==> config.mk <==
export PLATFORM = sky130hd
export DESIGN_NAME = soda_change_dispenser
export DESIGN_NICKNAME = d
export VERILOG_FILES = /design/src/rtl/soda_pkg.sv /design/src/rtl/coin_inventory.sv /design/src/rtl/soda_change_dispenser.sv
export SDC_FILE = /design/constraint.sdc
export NUM_CORES = 1
export LEC_CHECK = 0
export BUFFER_PORTS_ARGS = -buffer_cell sky130_fd_sc_hd__clkbuf_2
export CAP_MARGIN = 10
export CORE_MARGIN = 5
export CORE_UTILIZATION = 45
export CTS_BUF_LIST = sky130_fd_sc_hd__clkbuf_4 sky130_fd_sc_hd__clkbuf_8
export DETAILED_ROUTE_END_ITERATION = 16
export GPL_TIMING_DRIVEN = 1
export HOLD_SLACK_MARGIN = 0.03
export PLACE_DENSITY = 0.67
export SKIP_LAST_GASP = 1
export SLEW_MARGIN = 10
export SYNTH_ARGS = -nofsm -noshare
export SYNTH_HDL_FRONTEND = slang
export SYNTH_SLANG_ARGS = --single-unit
==> constraint.sdc <==
create_clock -name clk -period 2.1 [get_ports clk]
set_input_delay 0.42 -clock clk [delete_from_list [all_inputs] [get_ports clk]]
set_output_delay 0.42 -clock clk [all_outputs]
set_load 0.02 [all_outputs]
==> src/rtl/soda_pkg.sv <==
// soda_pkg: coin encodings, coin values in nickel units and FSM state codes
package soda_pkg;
  localparam logic [1:0] COIN_NONE = 2'b00;
  localparam logic [1:0] COIN_N    = 2'b01;
  localparam logic [1:0] COIN_D    = 2'b10;
  localparam logic [1:0] COIN_Q    = 2'b11;
  localparam logic [2:0] VAL_Q = 3'd5;
  localparam logic [2:0] VAL_D = 3'd2;
  localparam logic [2:0] VAL_N = 3'd1;
  localparam logic [1:0] ST_IDLE   = 2'd0;
  localparam logic [1:0] ST_SELECT = 2'd1;
  localparam logic [1:0] ST_ISSUE  = 2'd2;
  localparam logic [1:0] ST_DONE   = 2'd3;
  function automatic logic [2:0] coin_value(input logic [1:0] c);
    return c == COIN_Q ? VAL_Q : c == COIN_D ? VAL_D : c == COIN_N ? VAL_N : 3'd0;
  endfunction
endpackage

==> src/rtl/coin_inventory.sv <==
// coin_inventory: quarter/dime/nickel stock down-counters with refill load and empty flags
module coin_inventory #(
  parameter int unsigned INV_W  = 4,
  parameter int unsigned INIT_Q = 8,
  parameter int unsigned INIT_D = 8,
  parameter int unsigned INIT_N = 8
) (
  input  logic       clk,
  input  logic       rst_n,
  input  logic       refill,
  input  logic [2:0] dec,
  output logic       q_empty,
  output logic       d_empty,
  output logic       n_empty
);
  logic [INV_W-1:0] q_cnt_q, q_cnt_d, d_cnt_q, d_cnt_d, n_cnt_q, n_cnt_d;
  // dec is one-hot {Q,D,N}; callers only decrement a non-empty counter
  always_comb begin
    q_cnt_d = refill ? INV_W'(INIT_Q) : q_cnt_q - INV_W'(dec[2]);
    d_cnt_d = refill ? INV_W'(INIT_D) : d_cnt_q - INV_W'(dec[1]);
    n_cnt_d = refill ? INV_W'(INIT_N) : n_cnt_q - INV_W'(dec[0]);
  end
  always_ff @(posedge clk or negedge rst_n) begin
    if (!rst_n) begin
      q_cnt_q <= INV_W'(INIT_Q);
      d_cnt_q <= INV_W'(INIT_D);
      n_cnt_q <= INV_W'(INIT_N);
    end else begin
      q_cnt_q <= q_cnt_d;
      d_cnt_q <= d_cnt_d;
      n_cnt_q <= n_cnt_d;
    end
  end
  assign q_empty = q_cnt_q == '0;
  assign d_empty = d_cnt_q == '0;
  assign n_empty = n_cnt_q == '0;
endmodule

==> src/rtl/soda_change_dispenser.sv <==
// soda_change_dispenser: pays a change request out one coin at a time, greedy Q > D > N
module soda_change_dispenser
  import soda_pkg::*;
#(
  parameter int unsigned AMT_W       = 6,
  parameter int unsigned INV_W       = 4,
  parameter int unsigned INIT_Q      = 8,
  parameter int unsigned INIT_D      = 8,
  parameter int unsigned INIT_N      = 8,
  parameter int unsigned ACK_TIMEOUT = 16
) (
  input  logic             clk,
  input  logic             rst_n,
  input  logic             req_valid,
  input  logic [AMT_W-1:0] req_amt,
  output logic             req_ready,
  output logic             coin_valid,
  output logic [1:0]       coin_type,
  input  logic             coin_ack,
  input  logic             refill,
  output logic             done,
  output logic             short,
  output logic [AMT_W-1:0] remain,
  output logic             busy
);
  localparam int unsigned TW = $clog2(ACK_TIMEOUT + 1);
  logic [1:0]       state_q, state_d, coin_type_q, coin_type_d, pick;
  logic [AMT_W-1:0] rem_q, rem_d, remain_q, remain_d;
  logic [TW-1:0]    tmo_q, tmo_d;
  logic             coin_valid_q, coin_valid_d, done_q, done_d, short_q, short_d;
  logic             q_empty, d_empty, n_empty;
  logic [2:0]       dec;
  coin_inventory #(
    .INV_W (INV_W),
    .INIT_Q(INIT_Q),
    .INIT_D(INIT_D),
    .INIT_N(INIT_N)
  ) u_inv (
    .clk    (clk),
    .rst_n  (rst_n),
    .refill (refill && state_q == ST_IDLE),
    .dec    (dec),
    .q_empty(q_empty),
    .d_empty(d_empty),
    .n_empty(n_empty)
  );
  // greedy pick with no backtracking: a short result can leave payable change unpaid
  assign pick = (!q_empty && rem_q >= AMT_W'(VAL_Q)) ? COIN_Q :
                (!d_empty && rem_q >= AMT_W'(VAL_D)) ? COIN_D :
                (!n_empty && rem_q != '0)            ? COIN_N : COIN_NONE;
  always_comb begin
    state_d      = state_q;
    rem_d        = rem_q;
    coin_type_d  = coin_type_q;
    coin_valid_d = coin_valid_q;
    done_d       = 1'b0;
    short_d      = short_q;
    remain_d     = remain_q;
    tmo_d        = tmo_q;
    dec          = 3'b000;
    case (state_q)
      ST_IDLE: if (req_valid) begin
        rem_d    = req_amt;
        short_d  = 1'b0;
        remain_d = '0;
        state_d  = req_amt == '0 ? ST_DONE : ST_SELECT;
        done_d   = req_amt == '0;
      end
      ST_SELECT: begin
        state_d      = pick == COIN_NONE ? ST_DONE : ST_ISSUE;
        done_d       = pick == COIN_NONE;
        short_d      = pick == COIN_NONE && rem_q != '0;
        remain_d     = pick == COIN_NONE ? rem_q : remain_q;
        coin_type_d  = pick;
        coin_valid_d = pick != COIN_NONE;
        tmo_d        = '0;
      end
      ST_ISSUE: if (coin_ack) begin
        rem_d        = rem_q - AMT_W'(coin_value(coin_type_q));
        dec          = {coin_type_q == COIN_Q, coin_type_q == COIN_D, coin_type_q == COIN_N};
        coin_valid_d = 1'b0;
        coin_type_d  = COIN_NONE;
        state_d      = ST_SELECT;
      end else if (tmo_q == TW'(ACK_TIMEOUT - 1)) begin
        coin_valid_d = 1'b0;
        coin_type_d  = COIN_NONE;
        state_d      = ST_DONE;
        done_d       = 1'b1;
        short_d      = 1'b1;
        remain_d     = rem_q;
      end else begin
        tmo_d = tmo_q + 1'b1;
      end
      default: state_d = ST_IDLE;
    endcase
  end
  always_ff @(posedge clk or negedge rst_n) begin
    if (!rst_n) begin
      state_q      <= ST_IDLE;
      rem_q        <= '0;
      coin_type_q  <= COIN_NONE;
      coin_valid_q <= 1'b0;
      done_q       <= 1'b0;
      short_q      <= 1'b0;
      remain_q     <= '0;
      tmo_q        <= '0;
    end else begin
      state_q      <= state_d;
      rem_q        <= rem_d;
      coin_type_q  <= coin_type_d;
      coin_valid_q <= coin_valid_d;
      done_q       <= done_d;
      short_q      <= short_d;
      remain_q     <= remain_d;
      tmo_q        <= tmo_d;
    end
  end
  assign req_ready  = state_q == ST_IDLE;
  assign busy       = state_q != ST_IDLE;
  assign coin_valid = coin_valid_q;
  assign coin_type  = coin_type_q;
  assign done       = done_q;
  assign short      = short_q;
  assign remain     = remain_q;
endmodule

Yosys cells after proc, flatten, opt, wreduce, memory -nomap -nowiden
Index checks and enable logic that the tools add are counted.

Add/sub/neg operators: 5. Order comparisons: 2. Equal/unequal tests: 13. Muxes and demuxes: 42. Reductions and logical operators: 26.

Operator list (count): 6-bit 2-to-1 mux (6); 2-bit 2-to-1 mux (9); 6-bit case mux with 3 select lines (1); 4-bit zero test (3); 4-bit 2-to-1 mux (3); 2-bit inequality test (second input constant) (6); 6-bit case mux with 2 select lines (1); 4-bit by 1-bit subtractor with 4-bit output (3); 1-bit 2-to-1 mux (11); 5-bit 2-to-1 mux (2); 5-bit case mux with 2 select lines (1); 3-bit 2-to-1 mux (3); 2-bit nonzero test (4); 2-bit == test (second input constant) (3); 6-bit by 2-bit greater-or-equal comparator with 1-bit output (second input constant) (1); 6-bit by 3-bit greater-or-equal comparator with 1-bit output (second input constant) (1); 6-bit zero test (1); 1-bit case mux with 3 select lines (2); 2-bit case mux with 3 select lines (1); 3-bit AND reduction (2); 6-bit nonzero test (1); 6-bit by 3-bit subtractor with 6-bit output (1); 5-bit by 1-bit adder with 5-bit output (second input constant) (1); 5-bit by 4-bit == test with 1-bit output (second input constant) (1); 11 further kinds (20).

Register bits after elaboration: 36. Input bits: 11. Output and inout bits: 13. Word-level logic and storage cells: 99.

Longest topological paths before layout
Depth in word-level cells: 9. Mapped depth: 10.

Modules after synthesis
Synthesis repeated with hierarchy kept, for this count alone.

Cell total of the unflattened synthesis: 229. Area, all modules: 2152.1 um^2.

By module, submodules not included: soda_change_dispenser (times used 1, cells an instance 177, area each 1560.2 um^2); coin_inventory (times used 1, cells an instance 52, area each 591.8 um^2).

Worst setup path before layout
Ideal clock, no wire load.

Path kind: register to register. Start: reg u_inv.n_cnt_q[2]. End: reg state_q[0]. Library setup time: 0.094 ns. Arrival time: 2.015 ns. Path slack: -0.009 ns. Cell stages (with the launch flop): 6. Clock period less this slack: 2.109 ns. Path through: dfrtp_1 or4_4 a2111oi_4 nor2_2 or3_4 a221oi_2.

Cells in the longest elaborated chain, start to end: 9.

RTL lines: start: declaration (line coin_inventory.sv:16) `logic [INV_W-1:0] q_cnt_q, q_cnt_d, d_cnt_q, d_cnt_d, n_cnt_q, n_cnt_d;`; start signal: assignment (line coin_inventory.sv:27) `n_cnt_q <= INV_W'(INIT_N);`; start signal: assignment (line coin_inventory.sv:31) `n_cnt_q <= n_cnt_d;`; 4-bit zero test (line coin_inventory.sv:36) `assign n_empty = n_cnt_q == '0;`; 1-bit zero test (line soda_change_dispenser.sv:50) `(!n_empty && rem_q != '0) ? COIN_N : COIN_NONE;`; 1-bit logical AND (line soda_change_dispenser.sv:50); 1-bit 2-to-1 mux (line soda_change_dispenser.sv:50); 2-bit 2-to-1 mux (line soda_change_dispenser.sv:49) `(!d_empty && rem_q >= AMT_W'(VAL_D)) ? COIN_D :`; 2-bit 2-to-1 mux (line soda_change_dispenser.sv:48) `assign pick = (!q_empty && rem_q >= AMT_W'(VAL_Q)) ? COIN_Q :`; 2-bit zero test (line soda_change_dispenser.sv:70) `state_d = pick == COIN_NONE ? ST_DONE : ST_ISSUE;`; 1-bit 2-to-1 mux (line soda_change_dispenser.sv:70); 2-bit case mux with 3 select lines (line soda_change_dispenser.sv:61) `case (state_q)`; end signal: assignment (line soda_change_dispenser.sv:108) `state_q <= state_d;`; end: declaration (line soda_change_dispenser.sv:27) `logic [1:0] state_q, state_d, coin_type_q, coin_type_d, pick;`.

No other way between the ends. A chain may end at the register's enable or synchronous reset.

Final worst setup path
Start: reg u_inv.n_cnt_q[3]. End: reg state_q[0].

The elaborated chain is that of the path after synthesis.

==> flow_summary.toml <==
[outcome]
status = "finished, violations left"
violations = "negative setup slack"

[power_and_ir_drop]
p_leak_nw = 1.237
power_density_nw_per_um2 = 1517
ir_worst_vdd_uv = 684.3

[logic_synthesis]
syn_nets = 257
syn_inst = 230
synthFlopType = "dfrtp_1"
synth-seq-area-share_pct = 43.16
async_flop_share_pct = 100.0
synth-warning-count = 0
syn_area_um2 = 2096
ys_seq_elements = 36
synth_cell_types = 43
synth_edf_count = 0
syn_area_per_cell_um2 = 9.112

[sta]
clock_skew_ns = 0.004270
tightest_slew_ns = 0.5127
max_freq_mhz = 465.6
fin_crit_sh_pct = 102.3
min_period_ns = 2.148
timing.hold.ws_ns = 0.07874
finalHoldViolCount = 0
fin_tns_setup_ns = -0.04775
setup_slack_ns = -0.04775
drv_slew = 0
finalSetupViolations = 1
slew_headroom_pct = 65.82
rsz0062_at_grt = "true"

[clock_tree]
cts.path.max_buffers = 2
holdBufCountCts = 0
clk_pin_slew_ns = 0.07
clock_sinks = 36
ctsHtreeMaxLevel = 2
cts_tree = "yes"
cts_buffers = 5
root_buffer = "clkbuf_8"
clock_latency_ns = 0.30

[detailed_routing]
vias = 1785
vias_per_cell = 5.344
ant_nets = 0
post-route-drc-count = 0
wl_per_cell_um = 14.22
wl_um = 4748
drt_iter0_drc = 105
dr.pass1.iters = 4

[worst_setup_path]
crit_arrival_ns = 2.36
worstSetupStartpointType = "flop"
crit-reg2reg-launch = "u_inv.n_cnt_q[3]"
cp_slowest_cell = "or4_4"
cp_slowest_stage_delay_ns = 0.56
crit_chain = "or4_4, a2111oi_4, nor2_2, or3_4, a221oi_2"
rr_worst_depth = 5
rrSetupSlack_ns = -0.05
path_max_fanout = 3
cp-end-kind = "flop"
critPathKind = "reg2reg"
cp_data_required_time_ns = 2.31
r2r_end = "state_q[0]"

[global_routing]
grt_max_degree = 20
grt_pass1_wl_um = 7852
grt_use_total_pct = 16.19
grt.overflow.total = 0
antenna_found_initial = 0
first_global_vias = 1674

[cells_and_area]
post-route-util_pct = 58.08
drive_gt1_share_pct = 24.82
layout.nets = 308
area_growth_pct = 23.16
layout_commonest_cell = "dfrtp_1"
antenna_cells = 0
layout_common_cells = "dfrtp_1, buf_4, nor2_1"
num-fill-cells = 408

[place]
place.gp.congestion = 0.8636
hpwl_um = 3668
port_buffers = 23

[job]
cap_violations = 0

[floorplan]
row_count = 24
die_h_um = 78.25
die_area_um2 = 6122
core_um2 = 4444
ios = 24
die_w_um = 78.25
start_util_pct = 47.16

[min_path]
holdCritPathClass = "in2async"
flip-flops by register name, indices dropped and copies added, names as in the netlist, 2 cells and up:
| register | count |
|---|---|
| rem_q | 6 |
| state_q | 2 |
| u_inv.q_cnt_q | 4 |
| u_inv.d_cnt_q | 4 |
| remain | 6 |
| coin_type | 2 |
| u_inv.n_cnt_q | 4 |
| tmo_q | 5 |
through the flow:
step | std cells | cell area (µm²) | power [mW] | setup WS (ns)
6_report | 334 | 2581 | 3.915 | -0.04775
3_5_place_dp | 321 | 2435 | 3.313 | -0.02612
4_1_cts | 329 | 2532 | 3.856 | -0.05141
5_1_grt | 334 | 2581 | 4.230 | -0.1331
3_3_place_gp | 321 | 2435 | 3.261 | 0.04772
2_1_floorplan | 230 | 2096 | 2.529 | 0.04472
worst max-delay path: cells and delay by family, from the launching register on:
kind / cells / cell delay (ns)
AO/OA/AOI/OAI: 2 / 0.63
flip-flops: 1 / 0.37
AND/OR/NAND/NOR: 3 / 1.06
report_power, final:
| part | internal (mW) | switching, mW |
|---|---|---|
| Clock | 0.280 | 0.259 |
| Sequential | 0.983 | 0.175 |
| Combinational | 0.972 | 1.25 |
| Total | 2.23 | 1.68 |
Yosys cell counts, types with 2 or more instances:
| cell type | number | area share (%) |
|---|---|---|
| a21oi_1 | 13 | 3.1 |
| a22o_1 | 4 | 1.7 |
| and2_1 | 2 | 0.60 |
| and3_1 | 5 | 1.5 |
| clkbuf_1 | 7 | 1.3 |
| dfrtp_1 | 33 | 39 |
| dfstp_2 | 3 | 3.8 |
| ha_1 | 15 | 9.0 |
| inv_1 | 22 | 3.9 |
| mux2i_1 | 6 | 2.9 |
| nand2_1 | 21 | 3.8 |
| nand2b_1 | 5 | 1.5 |
| nand3_1 | 5 | 1.2 |
| nand4_1 | 2 | 0.60 |
| nor2_1 | 24 | 4.3 |
| nor2b_1 | 5 | 1.5 |
| nor3_1 | 4 | 0.96 |
| nor4_1 | 2 | 0.60 |
| o21ai_0 | 24 | 5.7 |
| or3_1 | 2 | 0.60 |
| xnor2_1 | 4 | 1.7 |
how the worst max path moves through the flow:
stage                     startpoint          to  slack [ns]  cells after the start
floorplan           u_inv.n_cnt_q[2]  state_q[0]        0.04                      5
global placement    u_inv.n_cnt_q[2]  state_q[0]        0.05                      5
detailed placement  u_inv.n_cnt_q[2]  state_q[0]       -0.03                      5
CTS                 u_inv.n_cnt_q[2]  state_q[0]       -0.05                      5
global route        u_inv.n_cnt_q[0]  state_q[0]       -0.13                      5
finish              u_inv.n_cnt_q[3]  state_q[0]       -0.05                      5
routing by layer:
layer	GRT usage, %	wire length [µm]
met5	0	0
met4	6.119	66
met3	3.890	221
met2	26.71	2266
met1	20.62	2193
timing repair:
| action | CTS | global route |
|---|---|---|
| gates resized for setup | 0 | 4 |
| endpoints found under the setup margin | 1 | 10 |
| hold endpoints to repair | 0 | 0 |
| buffers inserted | 0 | 5 |
| pin swaps | 0 | 11 |
cells by family after synthesis:
group,Yosys count,share of synthesized area [%]
and+or+nand+nor,84,20.06
AOI/OAI and AO/OA,55,17.14
DFF,36,43.16
buffers and inverters,29,5.194
adders and majority gates,16,9.910
muxes,6,2.866
xor gates and xnor gates,4,1.671
cell type report:
type | instances | area [µm²] | share of cell area (%)
Clock buffer | 7 | 90.09 | 3.490
Clock inverter | 1 | 7.507 | 0.2908
Inverter | 22 | 82.58 | 3.199
Multi-Input combinational cell | 165 | 1094 | 42.37
Sequential cell | 36 | 904.6 | 35.05
Tap cell | 52 | 65.06 | 2.521
Timing Repair Buffer | 51 | 337.8 | 13.09
No activity file was read; power rests on OpenSTA's default activity.
